===== src/rtl/formula_n_pkg.sv =====
// Shared types and batch-geometry helpers for the N-argument isqrt formula FSM.
package formula_n_pkg;

    typedef enum logic [1:0] {IDLE, ISSUE, WAIT, DONE} state_e;

    function automatic int ceil_div(input int a, input int b);
        return (a + b - 1) / b;
    endfunction

    // Number of lanes carrying an argument in batch k (the last batch may be short).
    function automatic int lanes_in_batch(input int k, input int n_args, input int n_isqrt);
        int rem;
        rem = n_args - k * n_isqrt;
        if (rem > n_isqrt) return n_isqrt;
        if (rem < 0) return 0;
        return rem;
    endfunction

endpackage


===== src/rtl/formula_n_lane_tracker.sv =====
// Per-batch completion detect and root summation across the isqrt lanes.
module formula_n_lane_tracker #(
    parameter int N_ISQRT = 2,
    parameter int RW      = 16,
    parameter int RES_W   = 32
) (
    input  logic                           clr,
    input  logic [N_ISQRT-1:0]             used,
    input  logic [N_ISQRT-1:0]             flags,
    input  logic [N_ISQRT-1:0][RW-1:0]     hold,
    input  logic [N_ISQRT-1:0]             y_vld,
    input  logic [N_ISQRT-1:0][RW-1:0]     y,
    output logic                           all_done,
    output logic [RES_W-1:0]               sum
);

    always_comb begin
        all_done = ~clr;
        sum      = '0;
        for (int j = 0; j < N_ISQRT; j++) begin
            if (used[j] && !flags[j] && !y_vld[j]) all_done = 1'b0;
            // A flagged lane's root sits in hold; otherwise it is arriving this cycle.
            if (used[j] && (flags[j] || y_vld[j]))
                sum = sum + RES_W'(flags[j] ? hold[j] : y[j]);
        end
    end

endmodule


===== src/rtl/formula_n_isqrt_fsm.sv =====
// res = sum of isqrt(arg[i]), arguments issued in batches over N_ISQRT external isqrt units.
// Define FORMULA_N_LAT_CNT_EN to add the lat_cycles latency counter output.
module formula_n_isqrt_fsm
    import formula_n_pkg::*;
#(
    parameter int N_ARGS  = 3,
    parameter int N_ISQRT = 2,
    parameter int ARG_W   = 32,
    parameter int RES_W   = 32
) (
    input  logic                           clk,
    input  logic                           rst,
    input  logic                           arg_vld,
    output logic                           arg_rdy,
    input  logic [N_ARGS*ARG_W-1:0]        args,
    output logic                           res_vld,
    output logic [RES_W-1:0]               res,
`ifdef FORMULA_N_LAT_CNT_EN
    output logic [15:0]                    lat_cycles,
`endif
    output logic [N_ISQRT-1:0]             isqrt_x_vld,
    output logic [N_ISQRT*ARG_W-1:0]       isqrt_x,
    input  logic [N_ISQRT-1:0]             isqrt_y_vld,
    input  logic [N_ISQRT*(ARG_W/2)-1:0]   isqrt_y
);

    localparam int RW = ARG_W / 2;
    localparam int B  = ceil_div(N_ARGS, N_ISQRT);
    localparam int BW = (B > 1) ? $clog2(B) : 1;
    localparam logic [BW-1:0] LAST_BATCH = BW'(B - 1);

    state_e                        state_q, state_d;
    logic [N_ARGS*ARG_W-1:0]       args_q, args_d;
    logic [RES_W-1:0]              acc_q, acc_d;
    logic [RES_W-1:0]              res_q, res_d;
    logic                          res_vld_q, res_vld_d;
    logic [BW-1:0]                 batch_q, batch_d;
    logic [N_ISQRT-1:0]            flags_q, flags_d;
    logic [N_ISQRT-1:0][RW-1:0]    hold_q, hold_d;

    logic [N_ISQRT-1:0][RW-1:0]    y_lanes;
    logic [N_ISQRT-1:0]            used;
    logic                          all_done;
    logic [RES_W-1:0]              batch_sum;
    int                            n_cur;

    assign y_lanes = isqrt_y;
    assign arg_rdy = (state_q == IDLE);
    assign res     = res_q;
    assign res_vld = res_vld_q;

    always_comb begin
        used  = '0;
        n_cur = lanes_in_batch(int'(batch_q), N_ARGS, N_ISQRT);
        for (int j = 0; j < N_ISQRT; j++) used[j] = (j < n_cur);
    end

    formula_n_lane_tracker #(.N_ISQRT(N_ISQRT), .RW(RW), .RES_W(RES_W)) u_tracker (
        .clr      (state_q != WAIT),
        .used     (used),
        .flags    (flags_q),
        .hold     (hold_q),
        .y_vld    (isqrt_y_vld),
        .y        (y_lanes),
        .all_done (all_done),
        .sum      (batch_sum)
    );

    // Requests are a decode of ISSUE, so they last exactly one cycle per batch.
    always_comb begin
        isqrt_x_vld = '0;
        isqrt_x     = '0;
        if (state_q == ISSUE) begin
            for (int j = 0; j < N_ISQRT; j++) begin
                if (used[j]) begin
                    isqrt_x_vld[j]              = 1'b1;
                    isqrt_x[j*ARG_W +: ARG_W]   = args_q[(int'(batch_q)*N_ISQRT + j)*ARG_W +: ARG_W];
                end
            end
        end
    end

    always_comb begin
        state_d   = state_q;
        args_d    = args_q;
        acc_d     = acc_q;
        res_d     = res_q;
        res_vld_d = 1'b0;
        batch_d   = batch_q;
        flags_d   = flags_q;
        hold_d    = hold_q;
        case (state_q)
            IDLE: if (arg_vld) begin
                args_d  = args;
                acc_d   = '0;
                batch_d = '0;
                flags_d = '0;
                state_d = ISSUE;
            end
            ISSUE: begin
                flags_d = '0;
                state_d = WAIT;
            end
            WAIT: begin
                // Only the first response on a used lane counts; repeats and strays are dropped.
                for (int j = 0; j < N_ISQRT; j++) begin
                    if (used[j] && isqrt_y_vld[j] && !flags_q[j]) begin
                        flags_d[j] = 1'b1;
                        hold_d[j]  = y_lanes[j];
                    end
                end
                if (all_done) begin
                    acc_d   = acc_q + batch_sum;
                    flags_d = '0;
                    if (batch_q == LAST_BATCH) begin
                        state_d = DONE;
                    end else begin
                        batch_d = batch_q + BW'(1);
                        state_d = ISSUE;
                    end
                end
            end
            DONE: begin
                res_d     = acc_q;
                res_vld_d = 1'b1;
                state_d   = IDLE;
            end
            default: state_d = IDLE;
        endcase
    end

    always_ff @(posedge clk) begin
        if (rst) begin
            state_q   <= IDLE;
            args_q    <= '0;
            acc_q     <= '0;
            res_q     <= '0;
            res_vld_q <= 1'b0;
            batch_q   <= '0;
            flags_q   <= '0;
            hold_q    <= '0;
        end else begin
            state_q   <= state_d;
            args_q    <= args_d;
            acc_q     <= acc_d;
            res_q     <= res_d;
            res_vld_q <= res_vld_d;
            batch_q   <= batch_d;
            flags_q   <= flags_d;
            hold_q    <= hold_d;
        end
    end

`ifdef FORMULA_N_LAT_CNT_EN
    logic [15:0] cnt_q, cnt_d, lat_q, lat_d, cnt_inc;

    assign cnt_inc    = (cnt_q == 16'hFFFF) ? cnt_q : cnt_q + 16'd1;
    assign lat_cycles = lat_q;

    // Counts from the acceptance cycle, so lat_cycles equals acceptance-to-res_vld distance.
    always_comb begin
        cnt_d = cnt_q;
        lat_d = lat_q;
        case (state_q)
            IDLE:        if (arg_vld) cnt_d = 16'd1;
            ISSUE, WAIT: cnt_d = cnt_inc;
            DONE:        lat_d = cnt_inc;
            default:     cnt_d = cnt_q;
        endcase
    end

    always_ff @(posedge clk) begin
        if (rst) begin
            cnt_q <= '0;
            lat_q <= '0;
        end else begin
            cnt_q <= cnt_d;
            lat_q <= lat_d;
        end
    end
`endif

endmodule

===== config.mk =====
export PLATFORM = sky130hd
export DESIGN_NAME = formula_n_isqrt_fsm
export DESIGN_NICKNAME = d
export VERILOG_FILES = /design/src/rtl/formula_n_pkg.sv /design/src/rtl/formula_n_lane_tracker.sv /design/src/rtl/formula_n_isqrt_fsm.sv
export SDC_FILE = /design/constraint.sdc
export NUM_CORES = 1
export LEC_CHECK = 0
export BUFFER_PORTS_ARGS = -buffer_cell sky130_fd_sc_hd__buf_2
export CAP_MARGIN = 25
export CORE_UTILIZATION = 59
export CTS_CLUSTER_DIAMETER = 60
export CTS_CLUSTER_SIZE = 24
export DETAILED_ROUTE_END_ITERATION = 10
export PLACE_DENSITY = 0.91
export RECOVER_POWER = 25
export SYNTH_ARGS = -nofsm -noshare
export SYNTH_HDL_FRONTEND = slang
export SYNTH_SLANG_ARGS = --single-unit

===== constraint.sdc =====
create_clock -name clk -period 11.94 [get_ports clk]
set_clock_uncertainty 0.05 [all_clocks]
set_input_delay 2.388 -clock clk [delete_from_list [all_inputs] [get_ports clk]]
set_output_delay 2.388 -clock clk [all_outputs]
set_load 0.005 [all_outputs]

==> run summary <==
DR DRC count = 0
Asr flop ratio synth = 0
Die Y = 132 um
# H-tree levels = 4
Hpwl dp = 18.7 mm
Final hold vios = 0
Cell taking the most area after synthesis = dfxtp_1
Max-slew violation count = 121
CP required = 12.22 ns
Syn Area/Cell = 7.62 um^2
Outcome = complete, but fails checks
Top cells by area, synth = dfxtp_1 (40%), nand2_1 (14%), a21oi_1 (9.5%)
Top Family by Delay on Critical Path = buffers and inverters
Critical-path cell list = clkbuf_1 -> nor2_1 -> buf_6 -> and3_1 -> mux2i_1 -> nand2_1
Post-route cell area = 0.0119 mm^2
Yosys reg bits = 198
Maximum VDD drop = 0.106 mV
Total CTS buffers = 17
Antenna violations before repair = 1
Skew-Pair Late Insertion Delay = 0.44 ns
Root Buffer = clkbuf_16
Crit Path Max Fanout = 120
Netlist Area Pre-Place = 0.0100 mm^2
Tmin final = 7.12 ns
Max-Cap Viols = 1
Drt total wl = 26.3 mm
Pre-antenna DRT Iters = 5
Unrepaired setup endpoints after global routing = false
Path depth of the worst reg2reg path = 17
Largest net degree at the start of global routing = 121
Core area = 0.0166 mm^2
# port buffers = 232
Min-Delay Path Depth = 2
Worst slew pin tran = 4.97 ns
Clk sink count = 198
Crit start category = input pin
Commonest register cell after synthesis = dfxtp_1
DRT iter0 DRCs = 645
Yosys warning count = 0
R2R Setup Slk = 6.62 ns
Pwr/cell area = 130 mW/mm^2
Register area share after synthesis = 0.395
Final worst path period share = 0.597
Final setup viols = 0
Synthesis-to-finish area growth = 18.3%
Commonest non-fill, non-tap cells in the layout = nand2_1 (369), buf_2 (226), dfxtp_1 (197)
# Post-CTS Setup Buffers = 0
EDFF count, synth = 0
CP Class = input pin to register
GRT Total Usage = 0.299
Hold crit path type = register to register
Grt total ovfl = 0
CTS tree = done
Commonest non-fill, non-tap cell in the layout = nand2_1
FF-to-FF End = acc_q[24]
Vias in the first global route = 9,048
CTS clock-pin slew for the worst setup and hold paths = 0.07 ns
Maximum buffer depth of the clock tree = 2
Placer Congestion = 0.928
Post-cts resize count = 0
Ratio of cells with drive above 1 in the final layout = 0.208
CP max stage cell = clkbuf_1
Cell Rows = 47
Placed cell areas = 0.0112 mm^2
WP buf/inv = 2
Hold worst-path end = res[12]
Die X-Extent = 132 um
CP peak stage delay = 3.43 ns
Count of cell types in the netlist = 60
Die area = 0.0175 mm^2
Vias per Instance = 5.58
Post-synthesis adder-cell area fraction = 0.0464
Post-synthesis mux area share = 0.0775
Lkg Pwr = 4.97 nW
Post-DRT Antenna Nets = 0
CP Capture Type = register
Violated checks = max-capacitance violations, max-slew violations
Vias = 9,635
I/O Pins = 233
CP Data Arrival Time = 7.40 ns
CTS Hold Bufs = 0
Simple-Gate Fraction of Synth Area = 0.254
Starting Density = 0.605
Post-synthesis compound-gate area fraction = 0.173
Fill cell count = 1,311
Routed WL per cell = 15.2 um
Cell count after synthesis = 1,316
First-pass GRT wire length = 42.4 mm
R2r startpoint = flags_q[0]
Syn nets = 1,485
Largest family of logic cells by synthesized area = simple AND/OR/NAND/NOR gates
F_max = 140 MHz
Max-slew headroom = -2.31
Worst hold start = res[12]
Post-synth top area share = 0.395
TNS Setup = 0 ns
Final #Nets = 1,662
XOR/XNOR Fraction of Synth Area = 0.0157
## metal layers
layer  GRT usage  routed length [um]
met1       0.343               10600
met2       0.523               13100
met3      0.0692                1750
met4       0.142                 908
met5           0                   0
## worst max-delay path by stage
stage / from / endpoint / cells after the start
floorplan: isqrt_y_vld[0] / acc_q[25] / 20
global placement: isqrt_y_vld[0] / acc_q[24] / 20
detailed placement: isqrt_y_vld[0] / acc_q[25] / 21
CTS: isqrt_y_vld[0] / acc_q[25] / 21
global route: rst / acc_q[16] / 6
finish: rst / acc_q[16] / 6
## through the flow
stage | setup slack [ns] | cells | util | hold slack, ns | power [mW]
floorplan | 5.59 | 1316 | - | 0.382 | 0.884
global route | 4.29 | 1726 | 0.715 | 0.418 | 1.61
finish | 4.82 | 1727 | 0.715 | 0.401 | 1.55
global placement | 5.22 | 1691 | 0.677 | 0.386 | 0.950
detailed placement | 5.06 | 1693 | 0.678 | 0.393 | 0.957
CTS | 5.50 | 1725 | 0.715 | 0.403 | 1.55
## state kept, by name, summed over array words and instances, names as in the netlist
register	count
acc_q	32
args_q	96
batch_q	1
flags_q	2
hold_q	32
res	32
res_vld	1
state_q	2
## synth_stat cells, drive strengths merged, types with 4 or more instances
library cell and n:
nor4 4, o211ai 11, o21ai 43, a211oi 9, nor2b 5, buf 14, xnor2 8, and2 37
nor2 96, nor4b 4, nor3 5, a21o 12, inv 13, mux2i 54, or3 7, xor2 10
ha 34, mux2 21, clkbuf 72, o21bai 4, nand3 26, a31oi 10, dfxtp 198, nand2b 7
and3 8, or2 7, a21oi 190, nand2 370, or4 4
## area by class of cell
cell class / count / area (um^2) / area share
Inverter: 13 / 48.8 / 0.00411
Timing Repair Buffer: 244 / 1260 / 0.106
Clock inverter: 14 / 181 / 0.0153
Antenna cell: 1 / 2.50 / 0.000211
Clock buffer: 18 / 429 / 0.0362
Multi-Input combinational cell: 1019 / 5700 / 0.480
Tap cell: 220 / 275 / 0.0232
Sequential cell: 198 / 3970 / 0.334
## power by group
group	total, mW	switching, mW	internal [mW]
clock	0.600	0.281	0.320
sequential	0.701	0.0148	0.687
combinational	0.245	0.149	0.0959
## cell families after synthesis
kind of cell | after synthesis
AOI/OAI and AO/OA | 301
xor gates and xnor gates | 18
adders and majority gates | 36
buffers and inverters | 99
DFF | 198
muxes | 75
and+or+nand+nor | 589
## worst reg2reg max path: cells and delay by family (launching register included)
| family | cells | cell delay [ns] |
|---|---|---|
| muxes | 1 | 0.18 |
| AOI/OAI and AO/OA | 9 | 2.52 |
| adders and majority gates | 2 | 0.72 |
| and+or+nand+nor | 4 | 0.66 |
| DFF | 1 | 0.94 |
| xor gates and xnor gates | 1 | 0.17 |
Note: power is estimated with default switching activity, not from simulation.
